### src/rtl/fraud_pkg.sv
// Shared definitions for the fraud decision scheduler: result layout,
// default threshold and FSM state encoding.
package fraud_pkg;

  localparam int          RESULT_W          = 32;
  localparam int          MAX_LSB           = 16;
  localparam int          IDX_LSB           = 8;
  localparam int          FLAG_BIT          = 0;
  localparam int unsigned DEFAULT_THRESHOLD = 2048;

  typedef enum logic [1:0] {
    IDLE  = 2'd0,
    SCAN  = 2'd1,
    WRITE = 2'd2
  } state_e;

endpackage

### src/rtl/decision_fifo.sv
// Synchronous result FIFO with a registered head word; head reads as zero
// whenever the FIFO is empty.
module decision_fifo
  import fraud_pkg::*;
#(
  parameter int DEPTH = 4
) (
  input  logic                i_clk,
  input  logic                i_rst_n,
  input  logic                i_push,
  input  logic [RESULT_W-1:0] i_wdata,
  input  logic                i_pop,
  output logic                o_full,
  output logic                o_empty,
  output logic [RESULT_W-1:0] o_head,
  output logic                o_head_valid
);

  localparam int PTR_W = $clog2(DEPTH);
  localparam int CNT_W = PTR_W + 1;

  logic [RESULT_W-1:0] mem_q [DEPTH];
  logic [RESULT_W-1:0] mem_d [DEPTH];
  logic [PTR_W-1:0]    wr_q, wr_d, rd_q, rd_d;
  logic [CNT_W-1:0]    cnt_q, cnt_d;
  logic [RESULT_W-1:0] head_q, head_d;
  logic                head_valid_q, head_valid_d;
  logic                do_push, do_pop;

  assign o_full       = (cnt_q == CNT_W'(DEPTH));
  assign o_empty      = (cnt_q == '0);
  assign do_pop       = i_pop && !o_empty;
  assign do_push      = i_push && (!o_full || do_pop);
  assign o_head       = head_q;
  assign o_head_valid = head_valid_q;

  always_comb begin
    // NOTE: every variable gets a default before any branch so no latch is inferred.
    mem_d = mem_q;
    wr_d  = wr_q;
    rd_d  = rd_q;
    cnt_d = cnt_q;
    if (do_push) begin
      mem_d[wr_q] = i_wdata;
      wr_d        = wr_q + 1'b1;
    end
    if (do_pop) rd_d = rd_q + 1'b1;
    case ({do_push, do_pop})
      2'b10:   cnt_d = cnt_q + 1'b1;
      2'b01:   cnt_d = cnt_q - 1'b1;
      default: cnt_d = cnt_q;
    endcase
    // Head is computed from next-state so it is a true register and never bubbles.
    head_valid_d = (cnt_d != '0);
    head_d       = head_valid_d ? mem_d[rd_d] : '0;
  end

  // NOTE: storage is not reset; the head is forced to zero while empty so stale words never escape.
  always_ff @(posedge i_clk) begin
    mem_q <= mem_d;
  end

  // NOTE: sequential state uses non-blocking assignments only.
  always_ff @(posedge i_clk or negedge i_rst_n) begin
    if (!i_rst_n) begin
      wr_q         <= '0;
      rd_q         <= '0;
      cnt_q        <= '0;
      head_q       <= '0;
      head_valid_q <= 1'b0;
    end else begin
      wr_q         <= wr_d;
      rd_q         <= rd_d;
      cnt_q        <= cnt_d;
      head_q       <= head_d;
      head_valid_q <= head_valid_d;
    end
  end

endmodule

### src/rtl/fraud_decision_scheduler.sv
// Scans a score vector one element per clock for max/argmax, applies the fraud
// threshold and queues {max, idx, flag} results toward the host readout.
module fraud_decision_scheduler
  import fraud_pkg::*;
#(
  parameter int          NUM_INPUT   = 10,
  parameter int          INPUT_WIDTH = 16,
  parameter int unsigned THRESHOLD   = DEFAULT_THRESHOLD,
  parameter int          FIFO_DEPTH  = 4
) (
  input  logic                             i_clk,
  input  logic                             i_rst_n,
  input  logic [NUM_INPUT*INPUT_WIDTH-1:0] i_data,
  input  logic                             i_valid,
  output logic                             o_ready,
  output logic [RESULT_W-1:0]              o_data,
  output logic                             o_data_valid,
  input  logic                             i_ready,
  output logic [15:0]                      o_fraud_count,
  output logic                             o_busy
);

  localparam int         VEC_W    = NUM_INPUT * INPUT_WIDTH;
  localparam logic [7:0] LAST_IDX = 8'(NUM_INPUT - 1);

  state_e                 state_q;
  logic                   ready_q;
  logic [VEC_W-1:0]       scan_q;
  logic [INPUT_WIDTH-1:0] max_q;
  logic [7:0]             idx_q;
  logic [7:0]             cnt_q;
  logic [15:0]            fraud_cnt_q;

  logic [INPUT_WIDTH-1:0] cur_elem;
  logic [15:0]            max_ext;
  logic                   flag;
  logic [RESULT_W-1:0]    result;
  logic                   fifo_full, fifo_empty;
  logic                   push, pop;

  // The buffer shifts down each SCAN cycle, so the element under test is always at the bottom.
  assign cur_elem = scan_q[INPUT_WIDTH-1:0];
  assign max_ext  = 16'(max_q);
  assign flag     = 32'(max_ext) > THRESHOLD;
  assign pop      = !fifo_empty && i_ready;
  assign push     = (state_q == WRITE) && (!fifo_full || pop);

  always_comb begin
    result                   = '0;
    result[MAX_LSB +: 16]    = max_ext;
    result[IDX_LSB +: 8]     = idx_q;
    result[FLAG_BIT]         = flag;
  end

  always_ff @(posedge i_clk or negedge i_rst_n) begin
    if (!i_rst_n) begin
      state_q     <= IDLE;
      ready_q     <= 1'b0;
      scan_q      <= '0;
      max_q       <= '0;
      idx_q       <= '0;
      cnt_q       <= '0;
      fraud_cnt_q <= '0;
    end else begin
      case (state_q)
        IDLE: begin
          if (i_valid && ready_q) begin
            scan_q  <= i_data >> INPUT_WIDTH;
            max_q   <= i_data[INPUT_WIDTH-1:0];
            idx_q   <= '0;
            cnt_q   <= 8'd1;
            ready_q <= 1'b0;
            if (NUM_INPUT == 1) state_q <= WRITE;
            else                state_q <= SCAN;
          end else begin
            ready_q <= 1'b1;
          end
        end
        SCAN: begin
          // Strict compare keeps the lowest index on ties.
          if (cur_elem > max_q) begin
            max_q <= cur_elem;
            idx_q <= cnt_q;
          end
          scan_q <= scan_q >> INPUT_WIDTH;
          cnt_q  <= cnt_q + 1'b1;
          if (cnt_q == LAST_IDX) state_q <= WRITE;
        end
        WRITE: begin
          if (push) begin
            ready_q <= 1'b1;
            state_q <= IDLE;
            if (flag && (fraud_cnt_q != 16'hFFFF)) fraud_cnt_q <= fraud_cnt_q + 1'b1;
          end
        end
        default: state_q <= IDLE;
      endcase
    end
  end

  decision_fifo #(
    .DEPTH(FIFO_DEPTH)
  ) u_fifo (
    .i_clk       (i_clk),
    .i_rst_n     (i_rst_n),
    .i_push      (push),
    .i_wdata     (result),
    .i_pop       (pop),
    .o_full      (fifo_full),
    .o_empty     (fifo_empty),
    .o_head      (o_data),
    .o_head_valid(o_data_valid)
  );

  assign o_ready       = ready_q;
  assign o_fraud_count = fraud_cnt_q;
  assign o_busy        = (state_q != IDLE);

endmodule

### config.mk
export PLATFORM = sky130hd
export DESIGN_NAME = fraud_decision_scheduler
export DESIGN_NICKNAME = d
export VERILOG_FILES = /design/src/rtl/fraud_pkg.sv /design/src/rtl/decision_fifo.sv /design/src/rtl/fraud_decision_scheduler.sv
export SDC_FILE = /design/constraint.sdc
export NUM_CORES = 1
export LEC_CHECK = 0
export ABC_AREA = 1
export BUFFER_PORTS_ARGS = -buffer_cell sky130_fd_sc_hd__buf_2
export CAP_MARGIN = 10
export CORE_MARGIN = 2
export CORE_UTILIZATION = 58
export CTS_CLUSTER_SIZE = 24
export DETAILED_ROUTE_END_ITERATION = 7
export GPL_TIMING_DRIVEN = 0
export PLACE_DENSITY = 0.79
export SLEW_MARGIN = 25
export SYNTH_ARGS = -nofsm -noshare
export SYNTH_HDL_FRONTEND = slang
export SYNTH_SLANG_ARGS = --single-unit
### constraint.sdc
create_clock -name i_clk -period 3.2 [get_ports i_clk]
set_input_delay 0.16 -clock i_clk [delete_from_list [all_inputs] [get_ports i_clk]]
set_output_delay 0.16 -clock i_clk [all_outputs]
set_load 0.01 [all_outputs]
==> results.sh <==
export IMPL_switching_share_pct=44.0
export IMPL_cpPeakStageDelay_ps=430
export IMPL_cellPowerDensity_nw_per_um2=1110
export IMPL_fin_ws_ps=259
export IMPL_hpwl_um=32900
export IMPL_core_area_um2=28500
export IMPL_fin_cells=2989
export IMPL_crit_buf_inv=3
export IMPL_die_area_um2=30300
export IMPL_max_freq_mhz=340
export IMPL_internal_power_uw=13300
export IMPL_post_place_ws_ps=50.7
export IMPL_drt_initial_drc_count=1336
export IMPL_route_detailed_drc=0
export IMPL_ys_types=36
export IMPL_insertion_delay_ps=530
export IMPL_startpoint="u_fifo.cnt_q[0]$_DFF_PN0_"
export IMPL_crit_slowest_cell="dfrtp_1"
export IMPL_routed_wl_um=50200
export IMPL_cts_tree="done"
export IMPL_final_cell_area_um2=21400
export IMPL_fin_tns_setup_ps=0
export IMPL_hold_start="i_data[25]"
export IMPL_rr_startpoint="u_fifo.cnt_q[0]$_DFF_PN0_"
export IMPL_post_cts_setup_buffers=0
export IMPL_htreeDepth=2
export IMPL_clockPowerShare_pct=20.3
export IMPL_critPathLaunchType="register"
export IMPL_hp_class="input pin to register"
export IMPL_synthCells=2154
export IMPL_ir_drop_mv=0.679
export IMPL_die_height_um=174
export IMPL_grt_use_met2_pct=57.2
export IMPL_yosysSeqAreaShare_pct=50.4
export IMPL_finalWeightedCongestion=0.908
export IMPL_io_buffers=214
export IMPL_route_vias_total=16065
export IMPL_drv_slew=0
export IMPL_met3_usage_pct=4.92
export IMPL_fin_crit_ps=2940
export IMPL_syn2layout_area_growth_pct=27.4
export IMPL_initial_core_util_pct=58.7
export IMPL_worstMarginPinSlew_ps=605
export IMPL_avgViaCountPerCell=5.37
export IMPL_synthesis_nets=2343
export IMPL_power_frac_comb_pct=48.1
export IMPL_clock_sinks=363
export IMPL_postSynthAreaPerCell_um2=7.78
export IMPL_fillers=2056
export IMPL_cts_buffers=40
export IMPL_finalClockSkew_ps=17.8
export IMPL_cts_buffer_depth=3
export IMPL_crit_path_cell_trace="nor2_4 -> nand3_2 -> nand2_2 -> ha_1 -> inv_1 -> fa_1 -> a21oi_1 -> o21ai_0 -> xor2_1 -> inv_1 -> nand2_2 -> clkbuf_4 -> nand2_1 -> nor2_1"
export IMPL_relSlewSlack_pct=59.7
export IMPL_period_share_pct=91.9
export IMPL_grt_pass1_wl_um=80400
export IMPL_ant_nets=0
export IMPL_grt_total_usage_pct=32.9
export IMPL_grt_util_met1_pct=40.1
export IMPL_grt_ovfl_total=0
export IMPL_antenna_found_initial=4
export IMPL_synth_edf_count=0
export IMPL_synthFlopType="dfrtp_1"
export IMPL_drive_gt1_share_pct=14.5
export IMPL_switchingPower_uw=10400
export IMPL_synth_area_um2=16800
export IMPL_root_buffer="clkbuf_16"
export IMPL_dp_cells=2754
export IMPL_nets=2758
export IMPL_grt_start_max_net_pins=95
export IMPL_critical_path_required_ps=3620
export IMPL_ys_warn_count=0
export IMPL_fin_total_pwr_uw=23700
export IMPL_dieWidth_um=174
export IMPL_endpoint_kind="register"
export IMPL_place_area_um2=18400
export IMPL_ys_async_sr_fraction_pct=64.7
export IMPL_ios=215
export IMPL_seqPwrFrac_pct=31.7
export IMPL_status="finished, final reports clean"
export IMPL_crit_fanout=10
export IMPL_path_class="register to register"
export IMPL_maxCapViolCount=0
export IMPL_clk_pin_slew_worst_paths_ps=60
export IMPL_grt_pass1_vias=16012
export IMPL_path_delay_family="simple AND/OR/NAND/NOR gates"
export IMPL_wire_per_inst_um=16.8
export IMPL_setup_viol=0
export IMPL_fp_row_count=62
export IMPL_arrival_ps=3360
export IMPL_drtPass1Iterations=6
export IMPL_grt_busiest_layer="met2"
export IMPL_finalHoldViolCount=0
export IMPL_p_leak_uw=0.0112
export IMPL_ys_seq_elements=363
-- registers in the layout, summed over array words and instances, names as in the netlist --
signal               cells
u_fifo.o_head_valid      1
u_fifo.mem_q           128
u_fifo.o_head           32
u_fifo.wr_q              2
o_fraud_count           16
scan_q                 144
idx_q                    8
cnt_q                    8
o_ready                  1
u_fifo.cnt_q             3
max_ext                 16
u_fifo.rd_q              2
state_q                  2
-- cell type report --
type                       count  area (um^2)  share of cell area (%)
sequential                   363         8440                    39.5
multi-input combinational   1257         6160                    28.8
timing repair buffer         373         2710                    12.7
inverter                     417         1570                    7.33
clock buffer                  60         1230                    5.76
buffer                       117          602                    2.82
tap                          384          480                    2.25
clock inverter                13          154                   0.721
antenna                        5         12.5                  0.0586
-- per-layer routing --
| metal | up-vias | routed length (um) |
|---|---|---|
| li1 | 7543 | - |
| met1 | 7502 | 19200 |
| met2 | 830 | 24700 |
| met3 | 190 | 3760 |
| met4 | 0 | 2540 |
| met5 | - | 0 |
-- cells in the mapped netlist (4+ instances only) --
library cell  count  area share (%)
nand2_1         560              13
inv_1           408             9.1
dfrtp_1         235              35
o21ai_0         167             5.0
o211ai_1        135             6.0
dfxtp_1         128              15
o21ai_1         127             3.8
nor2_1          124             2.8
clkbuf_1         47             1.1
nand3_1          40             1.2
buf_2            39             1.2
buf_4            25             1.1
ha_1             24             1.8
a21oi_1          18            0.54
xor2_1           12            0.63
inv_2             9            0.20
nand4_1           7            0.26
nor3_1            6            0.18
xnor2_1           5            0.26
buf_1             4           0.090
nand3_2           4            0.24
o22ai_1           4            0.15
-- per-stage QoR --
stage	utilization (%)	hold slack, ps
floorplan	-	-136
global placement	64.1	366
detailed placement	64.4	127
CTS	74.7	7.68
global route	74.8	22.6
finish	74.8	20.9
-- cell usage in the layout, fill, tap and decap left out, types with 7 or more instances in the layout --
master	netlist	layout
nand2_1	560	559
nor2_1	124	124
dlygate4sd3_1	0	157
o21ai_0	167	167
o21ai_1	127	127
inv_1	408	408
clkbuf_8	0	9
dfxtp_1	128	128
nand4_1	7	7
o211ai_1	135	135
a21oi_1	18	18
inv_2	9	9
buf_2	39	252
buf_4	25	25
clkbuf_1	47	53
xor2_1	12	12
dfrtp_1	235	235
clkbuf_16	0	43
ha_1	24	24
nand3_1	40	40
-- worst register-to-register path, delay by kind of cell, from the launching register on --
family / cells / cell delay, ps
AO/OA/AOI/OAI: 2 / 250
XOR/XNOR: 1 / 180
adder cells (fa/ha/maj): 2 / 540
buffers and inverters: 3 / 390
flip-flops: 1 / 430
AND/OR/NAND/NOR: 6 / 1040
-- kinds of logic (layout without fill, tap and decap cells) --
kind of cell | count (synthesis) | count (layout) | synth area share, %
flops | 363 | 363 | 50.4
other cells | 0 | 5 | 0
buf+inv | 534 | 980 | 12.9
fa+ha+maj | 25 | 25 | 1.91
simple gates | 754 | 754 | 17.8
compound gates | 460 | 460 | 16.0
xor+xnor | 18 | 18 | 0.986
-- final timing paths --
check | to | slack (ps) | cells after the start
max in group asynchronous | u_fifo.o_head[9]$_DFF_PN0_ | 2170 | 3
min | scan_q[9]$_DFFE_PN0P_ | 20 | 3
min reg2reg | u_fifo.mem_q[103]$_DFF_P_ | 430 | 2
min in group asynchronous | scan_q[53]$_DFFE_PN0P_ | 160 | 2
max | u_fifo.o_head[24]$_DFF_PN0_ | 260 | 14
max reg2reg | u_fifo.o_head[24]$_DFF_PN0_ | 260 | 14
-- power by group through the flow --
stage	logic, uW	clock network, uW	registers, uW
2_1_floorplan	7540	0	7400
3_3_place_gp	10300	0	7450
3_5_place_dp	10700	0	7520
4_1_cts	11000	4830	7450
5_1_grt	12700	5050	7670
6_report	11400	4810	7520
-- timing repair --
action | in CTS | in global routing
setup endpoints to repair | 0 | 29
resized for setup | 0 | 7
hold endpoints to repair | 215 | 0
hold buffers | 157 | 0
No activity file was read; power rests on OpenSTA's default activity.
